<file path="config.mk">
export PLATFORM = sky130hd
export DESIGN_NAME = dice_stim_gen_flat
export DESIGN_NICKNAME = d
export VERILOG_FILES = /design/src/rtl/dice_pkg.sv /design/src/rtl/dice_stim_gen_if.sv /design/src/rtl/dice_lfsr.sv /design/src/rtl/dice_stim_gen.sv /design/src/flat_wrapper.sv
export SDC_FILE = /design/constraint.sdc
export NUM_CORES = 1
export LEC_CHECK = 0
export BUFFER_PORTS_ARGS = -buffer_cell sky130_fd_sc_hd__buf_2
export CAP_MARGIN = 30
export CORE_AREA = 2 2 99 101
export DETAILED_ROUTE_END_ITERATION = 16
export DIE_AREA = 0 0 101 103
export GPL_ROUTABILITY_DRIVEN = 0
export PLACE_DENSITY = 0.85
export SETUP_SLACK_MARGIN = 0.15
export SLEW_MARGIN = 20
export SYNTH_ARGS = -nofsm -noshare
export SYNTH_HDL_FRONTEND = slang
export SYNTH_SLANG_ARGS = --single-unit
</file>
<file path="constraint.sdc">
create_clock -name clk -period 2.8 [get_ports clk]
set_input_delay 0.28 -clock clk [delete_from_list [all_inputs] [get_ports clk]]
set_output_delay 0.28 -clock clk [all_outputs]
set_load 0.01 [all_outputs]
</file>
<file path="src/rtl/dice_pkg.sv">
// rtl/dice_pkg.sv - shared states, craps constants and LFSR helpers for dice_stim_gen
package dice_pkg;

    typedef enum logic [2:0] {
        ST_IDLE,
        ST_WAIT_ROLL,
        ST_PRESENT,
        ST_CHECK,
        ST_DONE
    } dice_state_e;

    localparam int WIN_A  = 7;
    localparam int WIN_B  = 11;
    localparam int LOSE_A = 2;
    localparam int LOSE_B = 3;
    localparam int LOSE_C = 12;

    // Fibonacci taps 16,14,13,11 expressed as bit positions 15,13,12,10
    localparam logic [15:0] LFSR_TAPS    = 16'hB400;
    localparam logic [15:0] DEFAULT_SEED = 16'hACE1;

    function automatic logic [15:0] lfsr_next(input logic [15:0] s);
        return {s[14:0], ^(s & LFSR_TAPS)};
    endfunction

endpackage

</file>
<file path="src/rtl/dice_stim_gen_if.sv">
// rtl/dice_stim_gen_if.sv - roll/outcome handshake between stimulus generator and dice controller
interface dice_stim_gen_if #(
    parameter int SUM_W = 4
);
    logic             rb_o;
    logic             reset_o;
    logic [SUM_W-1:0] sum_o;
    logic             roll_i;
    logic             win_i;
    logic             lose_i;

    modport master (
        output rb_o, reset_o, sum_o,
        input  roll_i, win_i, lose_i
    );

    modport slave (
        input  rb_o, reset_o, sum_o,
        output roll_i, win_i, lose_i
    );
endinterface

</file>
<file path="src/rtl/dice_lfsr.sv">
// rtl/dice_lfsr.sv - seedable 16-bit LFSR producing a two-die sum
module dice_lfsr
    import dice_pkg::*;
#(
    parameter int SUM_W = 4
) (
    input  logic             clk,
    input  logic             rst,
    input  logic             load,
    input  logic [15:0]      seed,
    input  logic             advance,
    output logic [SUM_W-1:0] sum
);
    logic [15:0] lfsr;
    logic [2:0]  d1;
    logic [2:0]  d2;

    always_ff @(posedge clk) begin
        if (rst) begin
            lfsr <= DEFAULT_SEED;
        end else if (load) begin
            lfsr <= (seed == 16'h0) ? DEFAULT_SEED : seed;
        end else if (advance) begin
            lfsr <= lfsr_next(lfsr);
        end
    end

    // Mod-6 of a 3-bit field favours 1 and 2 slightly; that bias is acceptable here
    assign d1  = (lfsr[2:0] % 3'd6) + 3'd1;
    assign d2  = (lfsr[5:3] % 3'd6) + 3'd1;
    assign sum = SUM_W'({1'b0, d1} + {1'b0, d2});

endmodule

</file>
<file path="src/rtl/dice_stim_gen.sv">
// rtl/dice_stim_gen.sv - dice-game stimulus generator with built-in outcome scoreboard
module dice_stim_gen
    import dice_pkg::*;
#(
    parameter int MAX_ROLLS = 16,
    parameter int SUM_W     = 4,
    parameter int ERR_W     = 8,
    parameter int CNT_W     = $clog2(MAX_ROLLS + 1)
) (
    input  logic                         clk,
    input  logic                         rst,
    input  logic                         start_i,
    input  logic                         mode_i,
    input  logic [15:0]                  seed_i,
    input  logic [CNT_W-1:0]             n_rolls_i,
    input  logic                         tbl_we_i,
    input  logic [$clog2(MAX_ROLLS)-1:0] tbl_addr_i,
    input  logic [SUM_W-1:0]             tbl_data_i,
    dice_stim_gen_if.master              dut_if,
    output logic                         busy_o,
    output logic                         done_o,
    output logic [CNT_W-1:0]             roll_cnt_o,
    output logic [ERR_W-1:0]             err_cnt_o
);
    localparam int AW = $clog2(MAX_ROLLS);

    dice_state_e      state, state_nxt;
    logic [SUM_W-1:0] tbl [MAX_ROLLS];
    logic [SUM_W-1:0] sum_r, point, lfsr_sum, next_sum;
    logic [CNT_W-1:0] roll_cnt, n_rolls_r, n_eff;
    logic [ERR_W-1:0] err_cnt;
    logic             mode_r, first_roll;
    logic             start_ok, roll_ok, exp_win, exp_lose, mismatch;
    logic             rb, new_game;

    assign start_ok = start_i && (state == ST_IDLE || state == ST_DONE);
    assign roll_ok  = (state == ST_WAIT_ROLL) && dut_if.roll_i;
    assign n_eff    = (n_rolls_i > CNT_W'(MAX_ROLLS)) ? CNT_W'(MAX_ROLLS) : n_rolls_i;
    assign next_sum = mode_r ? lfsr_sum : tbl[roll_cnt[AW-1:0]];

    dice_lfsr #(.SUM_W(SUM_W)) u_lfsr (
        .clk     (clk),
        .rst     (rst),
        .load    (start_ok),
        .seed    (seed_i),
        .advance (roll_ok && mode_r),
        .sum     (lfsr_sum)
    );

    always_ff @(posedge clk) begin
        if (tbl_we_i) begin
            tbl[tbl_addr_i] <= tbl_data_i;
        end
    end

    always_ff @(posedge clk) begin
        if (rst) begin
            state <= ST_IDLE;
        end else begin
            state <= state_nxt;
        end
    end

    always_comb begin
        state_nxt = state;
        rb        = 1'b0;
        new_game  = 1'b0;
        busy_o    = 1'b0;
        done_o    = 1'b0;
        case (state)
            ST_IDLE, ST_DONE: begin
                done_o = (state == ST_DONE);
                if (start_ok) begin
                    state_nxt = (n_eff == '0) ? ST_DONE : ST_WAIT_ROLL;
                end
            end
            ST_WAIT_ROLL: begin
                rb     = 1'b1;
                busy_o = 1'b1;
                if (dut_if.roll_i) begin
                    state_nxt = ST_PRESENT;
                end
            end
            ST_PRESENT: begin
                busy_o    = 1'b1;
                state_nxt = ST_CHECK;
            end
            ST_CHECK: begin
                busy_o    = 1'b1;
                new_game  = dut_if.win_i || dut_if.lose_i;
                state_nxt = (roll_cnt == n_rolls_r) ? ST_DONE : ST_WAIT_ROLL;
            end
            default: state_nxt = ST_IDLE;
        endcase
    end

    // Out-of-range table values fall through every comparison and become points
    always_comb begin
        exp_win  = 1'b0;
        exp_lose = 1'b0;
        if (first_roll) begin
            exp_win  = (sum_r == SUM_W'(WIN_A)) || (sum_r == SUM_W'(WIN_B));
            exp_lose = (sum_r == SUM_W'(LOSE_A)) || (sum_r == SUM_W'(LOSE_B)) ||
                       (sum_r == SUM_W'(LOSE_C));
        end else begin
            exp_win  = (sum_r == point);
            exp_lose = (sum_r == SUM_W'(WIN_A));
        end
    end

    assign mismatch = (dut_if.win_i != exp_win) || (dut_if.lose_i != exp_lose) ||
                      (dut_if.win_i && dut_if.lose_i);

    always_ff @(posedge clk) begin
        if (rst) begin
            sum_r      <= '0;
            point      <= '0;
            roll_cnt   <= '0;
            n_rolls_r  <= '0;
            err_cnt    <= '0;
            mode_r     <= 1'b0;
            first_roll <= 1'b1;
        end else begin
            if (start_ok) begin
                roll_cnt   <= '0;
                err_cnt    <= '0;
                first_roll <= 1'b1;
                n_rolls_r  <= n_eff;
                mode_r     <= mode_i;
            end
            if (roll_ok) begin
                sum_r    <= next_sum;
                roll_cnt <= roll_cnt + 1'b1;
            end
            if (state == ST_CHECK) begin
                if (mismatch && (err_cnt != '1)) begin
                    err_cnt <= err_cnt + 1'b1;
                end
                if (exp_win || exp_lose) begin
                    first_roll <= 1'b1;
                end else if (first_roll) begin
                    point      <= sum_r;
                    first_roll <= 1'b0;
                end
            end
        end
    end

    assign dut_if.rb_o    = rb;
    assign dut_if.reset_o = new_game;
    assign dut_if.sum_o   = sum_r;
    assign roll_cnt_o     = roll_cnt;
    assign err_cnt_o      = err_cnt;

endmodule

</file>
<file path="src/flat_wrapper.sv">
// flat-port wrapper written by rule: the top's interface ports become plain ports
module dice_stim_gen_flat import dice_pkg::*;
#(
    parameter int MAX_ROLLS = 16,
    parameter int SUM_W     = 4,
    parameter int ERR_W     = 8,
    parameter int CNT_W     = $clog2(MAX_ROLLS + 1)
)
  (clk, rst, start_i, mode_i, seed_i, n_rolls_i, tbl_we_i, tbl_addr_i, tbl_data_i, busy_o, done_o, roll_cnt_o, err_cnt_o, dut_if_rb_o, dut_if_reset_o, dut_if_sum_o, dut_if_roll_i, dut_if_win_i, dut_if_lose_i);
  dice_stim_gen_if #(.SUM_W(SUM_W)) dut_if_i ();
  input  logic clk;
  input  logic rst;
  input  logic start_i;
  input  logic mode_i;
  input  logic [15:0] seed_i;
  input  logic [CNT_W-1:0] n_rolls_i;
  input  logic tbl_we_i;
  input  logic [$clog2(MAX_ROLLS)-1:0] tbl_addr_i;
  input  logic [SUM_W-1:0] tbl_data_i;
  output logic busy_o;
  output logic done_o;
  output logic [CNT_W-1:0] roll_cnt_o;
  output logic [ERR_W-1:0] err_cnt_o;
  output wire logic [$bits(dut_if_i.rb_o)-1:0] dut_if_rb_o;
  output wire logic [$bits(dut_if_i.reset_o)-1:0] dut_if_reset_o;
  output wire logic [$bits(dut_if_i.sum_o)-1:0] dut_if_sum_o;
  input wire logic [$bits(dut_if_i.roll_i)-1:0] dut_if_roll_i;
  input wire logic [$bits(dut_if_i.win_i)-1:0] dut_if_win_i;
  input wire logic [$bits(dut_if_i.lose_i)-1:0] dut_if_lose_i;
  assign dut_if_rb_o = dut_if_i.rb_o;
  assign dut_if_reset_o = dut_if_i.reset_o;
  assign dut_if_sum_o = dut_if_i.sum_o;
  assign dut_if_i.roll_i = dut_if_roll_i;
  assign dut_if_i.win_i = dut_if_win_i;
  assign dut_if_i.lose_i = dut_if_lose_i;
  dice_stim_gen #(.MAX_ROLLS(MAX_ROLLS), .SUM_W(SUM_W), .ERR_W(ERR_W), .CNT_W(CNT_W)) u_core (.clk(clk), .rst(rst), .start_i(start_i), .mode_i(mode_i), .seed_i(seed_i), .n_rolls_i(n_rolls_i), .tbl_we_i(tbl_we_i), .tbl_addr_i(tbl_addr_i), .tbl_data_i(tbl_data_i), .dut_if(dut_if_i), .busy_o(busy_o), .done_o(done_o), .roll_cnt_o(roll_cnt_o), .err_cnt_o(err_cnt_o));
endmodule
</file>
Word-level counts from Yosys, hierarchy flattened. Memory sizes are Yosys's and may differ from the RTL's. A register that Yosys moved wholly into a read port is not among the register bits. Index checks and enable logic that the tools add are counted.

Input port bits: 37. Output and inout bits: 21. Register bits: 47. Memory bits (writable): 64. Memories: 1. Logic and storage cells: 87.

Memory list: u_core.tbl (words 16, bits a word 4, rd ports 1, clocked after Yosys merged registers in 1, wr ports 1, line dice_stim_gen.sv:28) `logic [SUM_W-1:0] tbl [MAX_ROLLS];`.

Divide/modulo/power cells: 2. Bitwise operators: 1. Equal/unequal tests: 16. Add/sub/neg operators: 5. Multiplexer cells: 29. Reductions and logical operators: 23. Magnitude comparators: 1.

Operators by type and width (number): 16-bit 2-to-1 mux (3); 8-bit 2-to-1 mux (3); 16-bit zero test (1); 16-bit XOR reduction (1); 5-bit 2-to-1 mux (3); 1-bit 2-to-1 mux (12); 3-bit 2-to-1 mux (4); 4-bit 2-to-1 mux (3); 3-bit case mux with 4 select lines (1); 8-bit by 1-bit adder with 8-bit output, second input constant (1); 4-bit by 2-bit equality test with 1-bit output, second input constant (2); 4-bit equality test, second input constant (2); 1-bit logical OR (8); 8-bit != test, second input constant (1); 3-bit by 1-bit adder with 3-bit output, second input constant (2); 3-bit by 2-bit equality test with 1-bit output, second input constant (2); 3-bit by 3-bit modulo with 3-bit output, second input constant (2); 5-bit by 1-bit adder with 5-bit output, second input constant (1); 5-bit equality test (1); 5-bit > comparator, second input constant (1); 1-bit logical AND (5); 5-bit zero test (1); 3-bit by 3-bit adder with 4-bit output (1); 4-bit by 3-bit equality test with 1-bit output, second input constant (1); 13 further kinds (15).

Logic depth before layout (Yosys ltp).
Depth after elaboration: 10. Gate-level depth with buffers: 8. Mapped depth without buffers: 8.

Modules after synthesis. Synthesis repeated with hierarchy kept, for this count alone.

Cells, all modules: 430. Area total of the unflattened synthesis: 5295.1 um2.

By module, submodules not included: dice_stim_gen (cells an instance 322, seq. area each 2622.5 um2, area each 4314.1 um2, instances 1); dice_lfsr (cells an instance 108, seq. area each 320.3 um2, area each 980.9 um2, instances 1).

Worst setup path before layout. Ideal clock, no wire load.

Path kind: register to register. Start point: register u_core.err_cnt[0], in the netlist u_core.err_cnt_o[0]. End point: register u_core.err_cnt[3], in the netlist u_core.err_cnt_o[3]. Period minus slack after synthesis: 2075 ps. Setup slack: 725 ps. Data arrival time: 2000 ps. Buffers on the path: 0. Data required time: 2726 ps. Cell stages (with the launch flop): 8. Setup time: 74 ps. Cells stage by stage: dfxtp_1 -> ha_1 -> and3_1 -> and3_1 -> a31oi_1 -> a21bo_2 -> or4b_1 -> a31oi_1.

Word-level cells in the longest chain between the ends: 4. Elaborated cells on any way between the ends: 5. Classes of those cells: 1 x add/sub; 1 x eq/ne; 2 x mux; 1 x reduce/logical.

Ends and longest elaborated chain: from (decl) (line dice_stim_gen.sv:31) `logic [ERR_W-1:0] err_cnt;`; from (signal assigned) (line dice_stim_gen.sv:137) `err_cnt <= err_cnt + 1'b1;`; parallel branches: the longest is 2 deep, another holds 8-bit by 1-bit adder with 8-bit output; 8-bit 2-to-1 mux (*) (line dice_stim_gen.sv:136) `if (mismatch && (err_cnt != '1)) begin`; 8-bit 2-to-1 mux (*) (line dice_stim_gen.sv:135) `if (state == ST_CHECK) begin`.

Every way passes the cells marked *. A chain may end at the register's enable or synchronous reset.

Final worst setup path.
Start point: register u_core.sum_r[2], in the netlist u_core.dut_if.sum_o[2]. End point: register u_core.err_cnt[6], in the netlist u_core.err_cnt_o[6].

Word-level cells in the longest chain between the ends: 10. Elaborated cells on any way between the ends: 18. Classes of those cells: 8 x eq/ne; 4 x mux; 6 x reduce/logical.

Ends and longest elaborated chain: from (decl) (line dice_stim_gen.sv:29) `logic [SUM_W-1:0] sum_r, point, lfsr_sum, next_sum;`; from (signal assigned) (line dice_stim_gen.sv:132) `sum_r <= next_sum;`; 4-bit by 2-bit equality test with 1-bit output (line dice_stim_gen.sv:103) `exp_lose = (sum_r == SUM_W'(LOSE_A)) || (sum_r == SUM_W'(LOSE_B)) ||`; 1-bit logical OR (2 in a row) (line dice_stim_gen.sv:103); 1-bit 2-to-1 mux (line dice_stim_gen.sv:101) `if (first_roll) begin`; 1-bit != test (line dice_stim_gen.sv:111) `assign mismatch = (dut_if.win_i != exp_win) || (dut_if.lose_i != exp_lose) ||`; 1-bit logical OR (*) (2 in a row) (line dice_stim_gen.sv:111); 1-bit logical AND (*) (line dice_stim_gen.sv:136); 8-bit 2-to-1 mux (*) (line dice_stim_gen.sv:136); 8-bit 2-to-1 mux (*) (line dice_stim_gen.sv:135).

Mark *: on every way between the ends. The rest lies on a longest branch, timed or not.

==> reports/metrics.cfg <==
[worst_setup_path]
criticalPathCategory = reg -> reg
worstPathRequired_ns = 3.21
reg2reg_to = u_core.err_cnt_o[6]
cp_max_fo = 11
cp-endpoint = u_core.err_cnt_o[6]
crit_path_start = u_core.dut_if.sum_o[2]
critPathCaptureType = register
reg2reg_from = u_core.dut_if.sum_o[2]
worstSetupStartpointType = register
cp.arrival_ns = 2.68
reg2reg_slack_ns = 0.53
reg2reg_depth = 6

[yosys]
async_flop_share_pct = 0
netlist_area_um2 = 5270
yosysSeqAreaShare_pct = 55.9
yosys_warnings = 0
synth_nets = 484
synth_top_area_cell = edfxtp_1
ys_types = 56
synth_edf_count = 64
synthFlopType = edfxtp_1
avgSynthCellArea_um2 = 12.0
synthTopCellsByArea = edfxtp_1 (36%), dfxtp_1 (19%), mux4_2 (8.6%), nor2_1 (4.2%), a21oi_1 (1.8%)
synth_top_area_share_pct = 36.5
yosys_register_bits = 115
synth_cells = 439

[detailed_routing]
num_vias = 3838
routedWlPerCell_um = 18.2
route.antenna.remaining_nets = 0
wl_um = 11400
dr.first_iter.drc_count = 258
drt_pass1_iterations = 5
remaining_drc_errors = 0
viasPerCell = 6.12

[cts]
post_cts_buffers = 0
ctsRootBufferMaster = clkbuf_8
cts_buffers = 17
clk_pin_slew_worst_paths_ns = 0.06
cts_tree = done
clk_path_buf_depth = 2
cts_resized = 0
clk_latency_ns = 0.52
clock-sinks = 115
clock_tree.htree_level_count = 4

[place]
placed_cell_area_um2 = 5610
port_buffers = 57
dp_hpwl_um = 7730

[final_layout]
stdcell_area_um2 = 6190
drive_above_1_share_pct = 24.2
area_growth_pct = 17.5
diodes = 0
finalNetCount = 545

[power]
peakVddDrop_mv = 0.680
cellPowerDensity_nw_per_um2 = 720
leakagePower_uw = 0.00229

[timing]
setup_violations = 0
rsz0062_at_grt = no
worstMarginPinSlew_ns = 0.952
maxSlewHeadroom_pct = 36.5
slew_violations = 0
fin_crit_sh_pct = 81.2
final.setup_skew_ns = 0.00772
layout_min_cycle_time_ns = 2.27
fin_setup_tns_ns = 0
hold_viol = 0
fmax_mhz = 440

[floorplan]
core-area_um2 = 9460
die_h_um = 103
start_util_pct = 55.7
die_w_um = 101
num_io_pins = 58
dieArea_um2 = 10400
rows = 36

[status]
status = finished, final reports clean

[global_routing]
grt_pass1_wl_um = 18400
antenna_found_initial = 0
grtUsageTotal_pct = 23.6
grt_start_max_net_pins = 53
grt-ovfl-total = 0
grt_pass1_vias = 3714

[job]
maxCapViolCount = 0

[worst_hold_path]
min_path_type = in -> reg

==> cells in the final DEF (no fill, tap or decap), types with 4 or more instances in the layout <==
cell type / synthesis / routed
a211o_1: 8 / 8
a211oi_1: 4 / 4
a21oi_1: 19 / 19
a221oi_1: 5 / 5
a31oi_1: 5 / 5
and2_1: 4 / 4
buf_2: 3 / 57
buf_4: 0 / 6
clkbuf_16: 0 / 16
clkinv_4: 0 / 4
dfxtp_1: 51 / 51
edfxtp_1: 64 / 64
ha_1: 7 / 7
inv_1: 9 / 9
inv_6: 0 / 4
mux2i_1: 6 / 6
mux4_2: 20 / 20
nand2_1: 23 / 23
nand2b_1: 10 / 10
nand3_1: 11 / 11
nand3b_1: 11 / 11
nand4_1: 5 / 5
nand4b_1: 4 / 4
nor2_1: 59 / 59
nor2b_1: 5 / 5
nor3_1: 16 / 15
nor4_1: 6 / 6
o211ai_1: 6 / 6
o21ai_0: 5 / 5
o22ai_1: 8 / 8
xnor2_1: 8 / 8
xor2_1: 7 / 7
==> worst min path at each step <==
stage,startpoint,end,slack [ns],cells past startpoint
after floorplan,tbl_data_i[0],u_core.tbl[0][0],0.38,0
after global placement,u_core.u_lfsr.lfsr[7],u_core.u_lfsr.lfsr[7],0.45,1
after detailed placement,u_core.n_rolls_r[1],u_core.n_rolls_r[1],0.46,2
after CTS,seed_i[8],u_core.u_lfsr.lfsr[8],0.01,3
after global routing,seed_i[2],u_core.u_lfsr.lfsr[2],0.04,3
final,seed_i[8],u_core.u_lfsr.lfsr[8],0.04,3
==> stage by stage <==
stage	utilization [%]	worst slack [ns]	hold slack (ns)	instances	power, µW
after floorplan	-	0.725	0.379	439	2250
after global placement	59.3	0.682	0.445	594	2360
after detailed placement	59.3	0.599	0.463	594	2390
after CTS	65.4	0.577	0.0110	627	4480
after global routing	65.4	0.371	0.0358	627	4620
final	65.4	0.527	0.0367	627	4450
==> kinds of logic after synthesis <==
kind of cell | count (synthesis) | share of synthesized area [%]
compound gates | 77 | 10.3
xor+xnor | 16 | 2.80
flops | 115 | 55.9
buf+inv | 31 | 3.28
simple gates | 166 | 16.0
fa+ha+maj | 8 | 2.04
mux | 26 | 9.69
==> registers in the layout, summed over array words and instances (netlist names), named ones only <==
signal	flops
u_core.dut_if.sum_o	4
u_core.tbl	64
u_core.mode_r	1
u_core.u_lfsr.lfsr	16
u_core.first_roll	1
u_core.state	3
u_core.n_rolls_r	5
u_core.point	4
u_core.roll_cnt_o	5
u_core.err_cnt_o	8
==> cells in the mapped netlist, types with 4 or more instances <==
cell type	number
edfxtp_1	64
nor2_1	59
dfxtp_1	51
nand2_1	23
mux4_2	20
a21oi_1	19
nor3_1	16
clkbuf_1	12
nand3_1	11
nand3b_1	11
nand2b_1	10
inv_1	9
a211o_1	8
o22ai_1	8
xnor2_1	8
ha_1	7
xor2_1	7
mux2i_1	6
nor4_1	6
o211ai_1	6
a221oi_1	5
a31oi_1	5
buf_6	5
nand4_1	5
nor2b_1	5
o21ai_0	5
a211oi_1	4
and2_1	4
nand4b_1	4
==> routing by layer <==
layer / global-route usage (%) / part of all wire [%] / vias up
met5: 0 / 0 / -
met4: 9.46 / 1.9 / 0
li1: - / - / 1797
met2: 40.8 / 52 / 150
met3: 6.37 / 5.4 / 16
met1: 28.2 / 40 / 1875
==> where the power goes <==
part           internal [µW]  total, µW  switching (µW)  leakage, µW
Combinational            193        455             262      0.00102
Sequential              1850       1900            56.6     0.000995
Clock                   1280       2100             819     0.000277
Total                   3320       4450            1140      0.00229
==> layout make-up <==
type                    count  area (µm²)
clock buffers              18         418
repair buffers             64         340
flip-flops and latches    115        2940
inverters                   9        33.8
clock inverters            14         155
well taps                 114         143
multi-input cells         293        2160
fillers                   688        3270
==> repair_timing <==
item                                   4_1_cts  5_1_grt
endpoints found under the hold margin        1        0
setup endpoints to repair                    0        0
hold buffers                                 1        0
==> critical path: stages (launching register included) <==
cell and delay (ns):
dfxtp_1 0.56, nand2b_1 0.18, a21oi_2 0.08, o21a_1 0.20
o211ai_1 0.71, nand3b_1 0.18, a22o_1 0.24
(Power assumes the default switching activity.)
